$ cat config.mk
export PLATFORM = sky130hd
export DESIGN_NAME = sw_bounce_gen
export DESIGN_NICKNAME = d
export VERILOG_FILES = /design/src/rtl/sw_bounce_gen.sv
export SDC_FILE = /design/constraint.sdc
export NUM_CORES = 1
export LEC_CHECK = 0
export CAP_MARGIN = 20
export CORE_MARGIN = 4
export CORE_UTILIZATION = 51
export CTS_CLUSTER_SIZE = 40
export DETAILED_ROUTE_END_ITERATION = 8
export HOLD_SLACK_MARGIN = 0.05
export PLACE_DENSITY = 0.68
export RECOVER_POWER = 100
export SETUP_SLACK_MARGIN = 0.1
export SLEW_MARGIN = 20
export SYNTH_ARGS = -nofsm -noshare
export SYNTH_HDL_FRONTEND = slang
export SYNTH_SLANG_ARGS = --single-unit
$ cat constraint.sdc
create_clock -name i_clk -period 2.3 [get_ports i_clk]
set_input_delay 0.345 -clock i_clk [delete_from_list [all_inputs] [get_ports i_clk]]
set_output_delay 0.345 -clock i_clk [all_outputs]
set_load 0.01 [all_outputs]
$ cat src/rtl/sw_bounce_gen.sv
`timescale 1ns/1ps
// Mechanical-switch bounce emulator: turns a clean level command into a burst of
// pseudo-random glitches, then a stable settled level and a one-cycle settled pulse.
module sw_bounce_gen #(
    parameter int          NUM_BOUNCES   = 6,
    parameter int          GLITCH_W      = 8,
    parameter int          SETTLE_CYCLES = 1000,
    parameter logic [15:0] LFSR_SEED     = 16'hACE1
) (
    input  logic i_clk,
    input  logic i_rst_n,
    input  logic i_level,
    input  logic i_en,
    output logic o_sw,
    output logic o_busy,
    output logic o_settled
);

    localparam int          TOG_MAX  = 2 * NUM_BOUNCES;
    localparam int          TOG_W    = $clog2(TOG_MAX) + 1;
    localparam int          SEG_W    = GLITCH_W + 1;
    localparam int          SET_W    = $clog2(SETTLE_CYCLES) + 1;
    localparam logic [15:0] SEED_EFF = (LFSR_SEED == 16'h0000) ? 16'h0001 : LFSR_SEED;
    // Galois feedback mask for x^16 + x^14 + x^13 + x^11 + 1 (right-shifting form)
    localparam logic [15:0] TAP_MASK = 16'hB400;

    localparam logic [TOG_W-1:0] TOG_LOAD = TOG_W'(TOG_MAX);
    localparam logic [TOG_W-1:0] TOG_ONE  = TOG_W'(1);
    localparam logic [SEG_W-1:0] SEG_ONE  = SEG_W'(1);
    localparam logic [SET_W-1:0] SET_LOAD = SET_W'(SETTLE_CYCLES);
    localparam logic [SET_W-1:0] SET_ONE  = SET_W'(1);

    typedef enum logic [1:0] {
        IDLE   = 2'd0,
        BOUNCE = 2'd1,
        SETTLE = 2'd2
    } state_t;

    state_t           state_reg,   state_next;
    logic             level_reg,   level_next;
    logic             sw_reg,      sw_next;
    logic             busy_reg,    busy_next;
    logic             settled_reg, settled_next;
    logic [TOG_W-1:0] tog_cnt_reg, tog_cnt_next;
    logic [SEG_W-1:0] seg_cnt_reg, seg_cnt_next;
    logic [SET_W-1:0] set_cnt_reg, set_cnt_next;
    logic [15:0]      lfsr_reg,    lfsr_next;
    logic [SEG_W-1:0] seg_load;

    // One feedback XOR per tapped bit; the shifted-out LSB feeds every tap.
    generate
        for (genvar gi = 0; gi < 16; gi++) begin : g_lfsr
            if (gi == 15) begin : g_msb
                assign lfsr_next[gi] = TAP_MASK[gi] & lfsr_reg[0];
            end else begin : g_bit
                assign lfsr_next[gi] = lfsr_reg[gi+1] ^ (TAP_MASK[gi] & lfsr_reg[0]);
            end
        end
    endgenerate

    assign seg_load = {1'b0, lfsr_reg[GLITCH_W-1:0]} + SEG_ONE;

    always_comb begin
        state_next   = state_reg;
        level_next   = level_reg;
        sw_next      = sw_reg;
        settled_next = 1'b0;
        tog_cnt_next = tog_cnt_reg;
        seg_cnt_next = seg_cnt_reg;
        set_cnt_next = set_cnt_reg;

        case (state_reg)
            IDLE: begin
                if (i_level != level_reg) begin
                    level_next = i_level;
                    sw_next    = i_level;
                    if (i_en) begin
                        state_next   = BOUNCE;
                        tog_cnt_next = TOG_LOAD;
                        seg_cnt_next = seg_load;
                    end else begin
                        settled_next = 1'b1;
                    end
                end
            end
            BOUNCE: begin
                if (seg_cnt_reg == SEG_ONE) begin
                    sw_next      = ~sw_reg;
                    tog_cnt_next = tog_cnt_reg - TOG_ONE;
                    seg_cnt_next = seg_load;
                    // An even number of toggles leaves o_sw back at the new level
                    if (tog_cnt_reg == TOG_ONE) begin
                        state_next   = SETTLE;
                        set_cnt_next = SET_LOAD;
                    end
                end else begin
                    seg_cnt_next = seg_cnt_reg - SEG_ONE;
                end
            end
            SETTLE: begin
                if (set_cnt_reg == SET_ONE) begin
                    state_next   = IDLE;
                    settled_next = 1'b1;
                end else begin
                    set_cnt_next = set_cnt_reg - SET_ONE;
                end
            end
            default: begin
                state_next = IDLE;
            end
        endcase

        busy_next = (state_next != IDLE);
    end

    always_ff @(posedge i_clk or negedge i_rst_n) begin
        if (!i_rst_n) begin
            state_reg   <= IDLE;
            level_reg   <= 1'b0;
            sw_reg      <= 1'b0;
            busy_reg    <= 1'b0;
            settled_reg <= 1'b0;
            tog_cnt_reg <= '0;
            seg_cnt_reg <= '0;
            set_cnt_reg <= '0;
            lfsr_reg    <= SEED_EFF;
        end else begin
            state_reg   <= state_next;
            level_reg   <= level_next;
            sw_reg      <= sw_next;
            busy_reg    <= busy_next;
            settled_reg <= settled_next;
            tog_cnt_reg <= tog_cnt_next;
            seg_cnt_reg <= seg_cnt_next;
            set_cnt_reg <= set_cnt_next;
            lfsr_reg    <= lfsr_next;
        end
    end

    assign o_sw      = sw_reg;
    assign o_busy    = busy_reg;
    assign o_settled = settled_reg;

endmodule

; After elaboration in Yosys (flattened, before gate mapping)
; Cells that the tools add are included.
[word_totals]
register_bits = 47
latchBits = 0
ramBits = 0
mem_bits_ro = 0
inputBits = 4
out_inout_bits = 3
elab_cells = 62
memories = 0
[op_classes]
n_addsub = 4
mul = 0
div = 0
magnitude_cmp = 0
n_eq_ne = 11
shifts = 0
mux = 25
bitwise_logic = 4
n_reduce_logical = 9
[ops]
columns = cell, count
row1 = 2-to-1 mux 11 bit, 3
row2 = 2-to-1 mux 9 bit, 3
row3 = one-hot mux 11 bit (2 select lines), 1
row4 = one-hot mux 9 bit (2 select lines), 1
row5 = 2-to-1 mux 5 bit, 3
row6 = equality test 11 x 1 -> 1 bit (second input constant), 1
row7 = subtractor 11 x 1 -> 11 bit (second input constant), 1
row8 = 2-to-1 mux 2 bit, 5
row9 = inequality test 2 bit (second input constant), 5
row10 = one-hot mux 5 bit (2 select lines), 1
row11 = adder 8 x 1 -> 9 bit (second input constant), 1
row12 = equality test 9 x 1 -> 1 bit (second input constant), 1
row13 = subtractor 9 x 1 -> 9 bit (second input constant), 1
row14 = AND reduction 4 bit, 2
row15 = one-hot mux 2 bit (3 select lines), 1
row16 = AND reduction 3 bit, 2
row17 = nonzero test 2 bit, 3
row18 = equality test 5 x 1 -> 1 bit (second input constant), 1
row19 = 2-to-1 mux 1 bit, 5
row20 = subtractor 5 x 1 -> 5 bit (second input constant), 1
row21 = one-hot mux 1 bit (2 select lines), 2
row22 = XOR 1 bit, 3
row23 = equality test 2 x 1 -> 1 bit (second input constant), 1
row24 = equality test 2 bit (second input constant), 1
row25 = 4 further kinds, 4

; Logic depth before layout (Yosys ltp)
[depth]
word_depth = 5
depth_mapped = 7
ltp_nobuf = 6

; Worst setup path before layout
; No wires, ideal clock.
[synth_path]
path_type = reg2reg
startpoint = register seg_cnt_reg[1]
endpoint = register set_cnt_reg[1]
arrival_ns = 1.593
required_time_ns = 2.180
slack_ns = 0.586
path_stages_with_launch = 8
n_path_buf = 1
path_cell_list = dfrtp_1 > inv_1 > ha_1 > and2b_1 > nand3_4 > or3_1 > clkbuf_1 > a31o_2
[synth_between]
elab_chain_len = 3
[synth_lines]
columns = item, line
row1 = from (decl), 45  ; logic [SEG_W-1:0] seg_cnt_reg, seg_cnt_next;
row2 = from (signal assigned), 134  ; seg_cnt_reg <= seg_cnt_next;
row3 = equality test 9 x 1 -> 1 bit, 87  ; if (seg_cnt_reg == SEG_ONE) begin
row4 = inequality test 2 bit (no line), n/a
row5 = AND reduction 4 bit (no line), n/a
row6 = to (signal assigned), 135  ; set_cnt_reg <= set_cnt_next;
row7 = to (decl), 46  ; logic [SET_W-1:0] set_cnt_reg, set_cnt_next;
; No other way between the ends.
; A chain may end at the register's enable or synchronous reset.

; Final worst setup path
[layout_path]
startpoint = register state_reg[0]
endpoint = register set_cnt_reg[7]
[layout_between]
elab_chain_len = 3
elab_cells_between_ends = 8
[layout_lines]
columns = item, line
row1 = from (decl), 39  ; state_t state_reg, state_next;
row2 = from (signal assigned), 128  ; state_reg <= state_next;
row3 = equality test 2 bit / equality test 2 x 1 -> 1 bit (equally long branches), 72  ; case (state_reg)
row4 = inequality test 2 bit (no line) / nonzero test 2 bit (equally long branches), n/a
row5 = AND reduction 4 bit (no line), n/a
; Several ways; a longest one is shown, not always the timed one.

==> flow_summary.ini <==
[global_route]
grt_max_degree = 18
grt_usage_pct = 16.0
antenna_found_initial = 0
grt_pass1_wl_um = 7530
grt_pass1_vias = 1627
overflow = 0

[synthesis]
synth_area_leaders = dfrtp_1, dfstp_2, ha_1, xnor2_1, o21ai_0
synth-main-ff-cell = dfrtp_1
syn-instance-count = 224
yosysTopAreaCell = dfrtp_1
syn_area_per_cell_sq_um = 10.8
synth_edf_count = 0
synth_xor_xnor_area_share_pct = 6.16
yosysSeqAreaShare_pct = 49.1
syn_area_sq_mm = 0.00242
synth_top_area_share_pct = 40.4
postSynth.asyncResetShare_pct = 100
synth_fp_nets = 235
synth_top_family_by_area = simple AND/OR/NAND/NOR gates
synth_seq_cells = 47
synth.distinct_cells = 56
synth-simple-area-share_pct = 19.6
synth_fa_ha_area_share_pct = 3.62
synth_compound_area_share_pct = 16.3
ys_warn_count = 0
synthMuxAreaShare_pct = 2.12

[timing]
worstMarginPinSlew_ps = 949
fmaxAchievable_ghz = 0.501
fin_skew_ps = 6.91
final_hold_viol_count = 0
finalCriticalPeriod_ps = 2000
slew_violations = 0
final-setup-viol-count = 0
finalSetupTns_ps = 0
fin_crit_sh_pct = 86.8
rsz0062_at_grt = no
maxSlewHeadroom_pct = 36.7

[run]
maxCapViolations = 0

[layout]
final_nets = 246
largest_register_ffs = 16
fin_area_sq_mm = 0.00259
drive_above_1_share_pct = 11.9
syn_to_final_growth_pct = 7.14
diodes = 0
instances_no_fill = 288

[routing]
avgViaCountPerCell = 5.81
first_pass_iters = 4
ant_nets = 0
drtIter0Drc = 114
drc = 0
wl_per_cell_um = 15.0
drt_wl_total_um = 4330
vias = 1672

[critical_path]
r2r_slack_ps = 300
cp_top_family = simple AND/OR/NAND/NOR gates
arrival_ps = 2190
max_stage_delay_ps = 620
start_kind = flop
path_max_fanout = 11
critPathBufInv = 0
path_class = reg -> reg
reg2reg_to = set_cnt_reg[7]
worstSetupEndpointType = flop
ff2ff_path_depth = 4
r2r-start = state_reg[0]
cp.required_ps = 2500
crit_path_top_delay_cell = or4b_1
cp_cell_sequence = or4b_1 -> a2111oi_0 -> xnor2_1 -> nand2_1

[cts]
cts.sink_count = 47
clock_latency_ps = 310
cts_root_buf = clkbuf_8
htreeDepth = 2
numCtsBuffers = 5
cts_buffer_depth = 2
clkTransAtPathRegs_ps = 100
postCtsSetupBuffers = 0
ctsHoldBuffers = 1
ctsResizeCount = 0
cts_tree = done

[floorplanning]
fp.dieH_um = 76.8
dieArea_sq_mm = 0.00591
start_util_pct = 54.0
core_sq_mm = 0.00447
io_pins = 7
row_count = 24
die_w_um = 76.8

[hold_path]
min_path_type = reg -> reg
hold_end = lfsr_reg[11]
holdPathStages = 0
hold_start = lfsr_reg[12]

[pwr]
ir_worst_vdd_mv = 0.434
p_leak_nw = 1.18
total_power_w = 0.00139
power_density_mw_per_mm2 = 538

[placed_design]
dp_cells = 279
routabilityCongestion = 0.781
hpwl_um = 3050
place_area_sq_mm = 0.00254
port_buffers = 6

[status]
outcome = complete, no violations
[worst max path at each step]
stage / from / endpoint / slack, ps / depth (start not counted)
after global placement: i_level / seg_cnt_reg[5] / 240 / 6
after floorplan: seg_cnt_reg[1] / set_cnt_reg[1] / 590 / 7
after global routing: state_reg[0] / seg_cnt_reg[5] / 170 / 5
after CTS: seg_cnt_reg[0] / seg_cnt_reg[5] / 340 / 5
after detailed placement: i_level / seg_cnt_reg[5] / 220 / 6
final: state_reg[0] / set_cnt_reg[7] / 300 / 4
[cells by family (layout without fill, tap and decap cells)]
kind of cell / count (synthesis) / in the layout
adder cells (fa/ha/maj): 7 / 7
multiplexers: 5 / 5
AND/OR/NAND/NOR: 80 / 80
XOR/XNOR: 17 / 17
AO/OA/AOI/OAI: 50 / 50
buffers and inverters: 18 / 30
flip-flops: 47 / 47
[per-stage QoR]
step / setup slack, ps / util [%] / hold slack, ps
2_1_floorplan: 586 / - / 49.4
3_3_place_gp: 237 / 56.8 / 297
3_5_place_dp: 224 / 56.8 / 290
4_1_cts: 340 / 59.1 / 363
5_1_grt: 174 / 57.9 / 381
6_report: 303 / 57.9 / 361
[layout by cell type, fill, tap and decap left out, drive strengths merged, types with 6 or more instances in the layout]
master	n
ha	7
nand3	8
o21ai	14
nor3	9
a31oi	6
xnor2	10
dfrtp	39
clkbuf	8
xor2	7
nand2	18
dfstp	8
inv	12
nor2	15
[synth_stat cells, types with 4 or more instances]
master / number
nor2_1: 15
xnor2_1: 10
inv_1: 9
nand2_1: 18
nor3b_1: 4
a31oi_1: 5
dfrtp_1: 39
mux2i_1: 4
buf_2: 4
or3_1: 4
nand3_1: 7
nor3_1: 7
xor2_1: 7
ha_1: 7
o21ai_0: 14
dfstp_2: 8
clkbuf_1: 4
[layer usage]
| layer | up-vias | GRT usage, % | share of wire (%) |
|---|---|---|---|
| met1 | 804 | 21.5 | 52 |
| li1 | 840 | - | - |
| met5 | - | 0 | 0 |
| met4 | 0 | 7.07 | 2.0 |
| met2 | 22 | 24.1 | 43 |
| met3 | 6 | 4.45 | 3.3 |
[cell type report]
cell class / count / area (sq um)
clock buffer: 5 / 68.8
clock inverter: 3 / 26.3
fill: 406 / 1880
inverter: 9 / 33.8
multi-input combinational: 159 / 1110
sequential: 47 / 1190
tap: 52 / 65.1
timing repair buffer: 13 / 103
[power breakdown]
group	switching (W)	leakage (nW)	total [W]	internal, W
combinational	0.0000193	0.534	0.0000266	0.00000727
sequential	0	0.595	0.000826	0.000826
clock	0.000315	0.0495	0.000541	0.000226
Power figures use the tool's default switching activity.
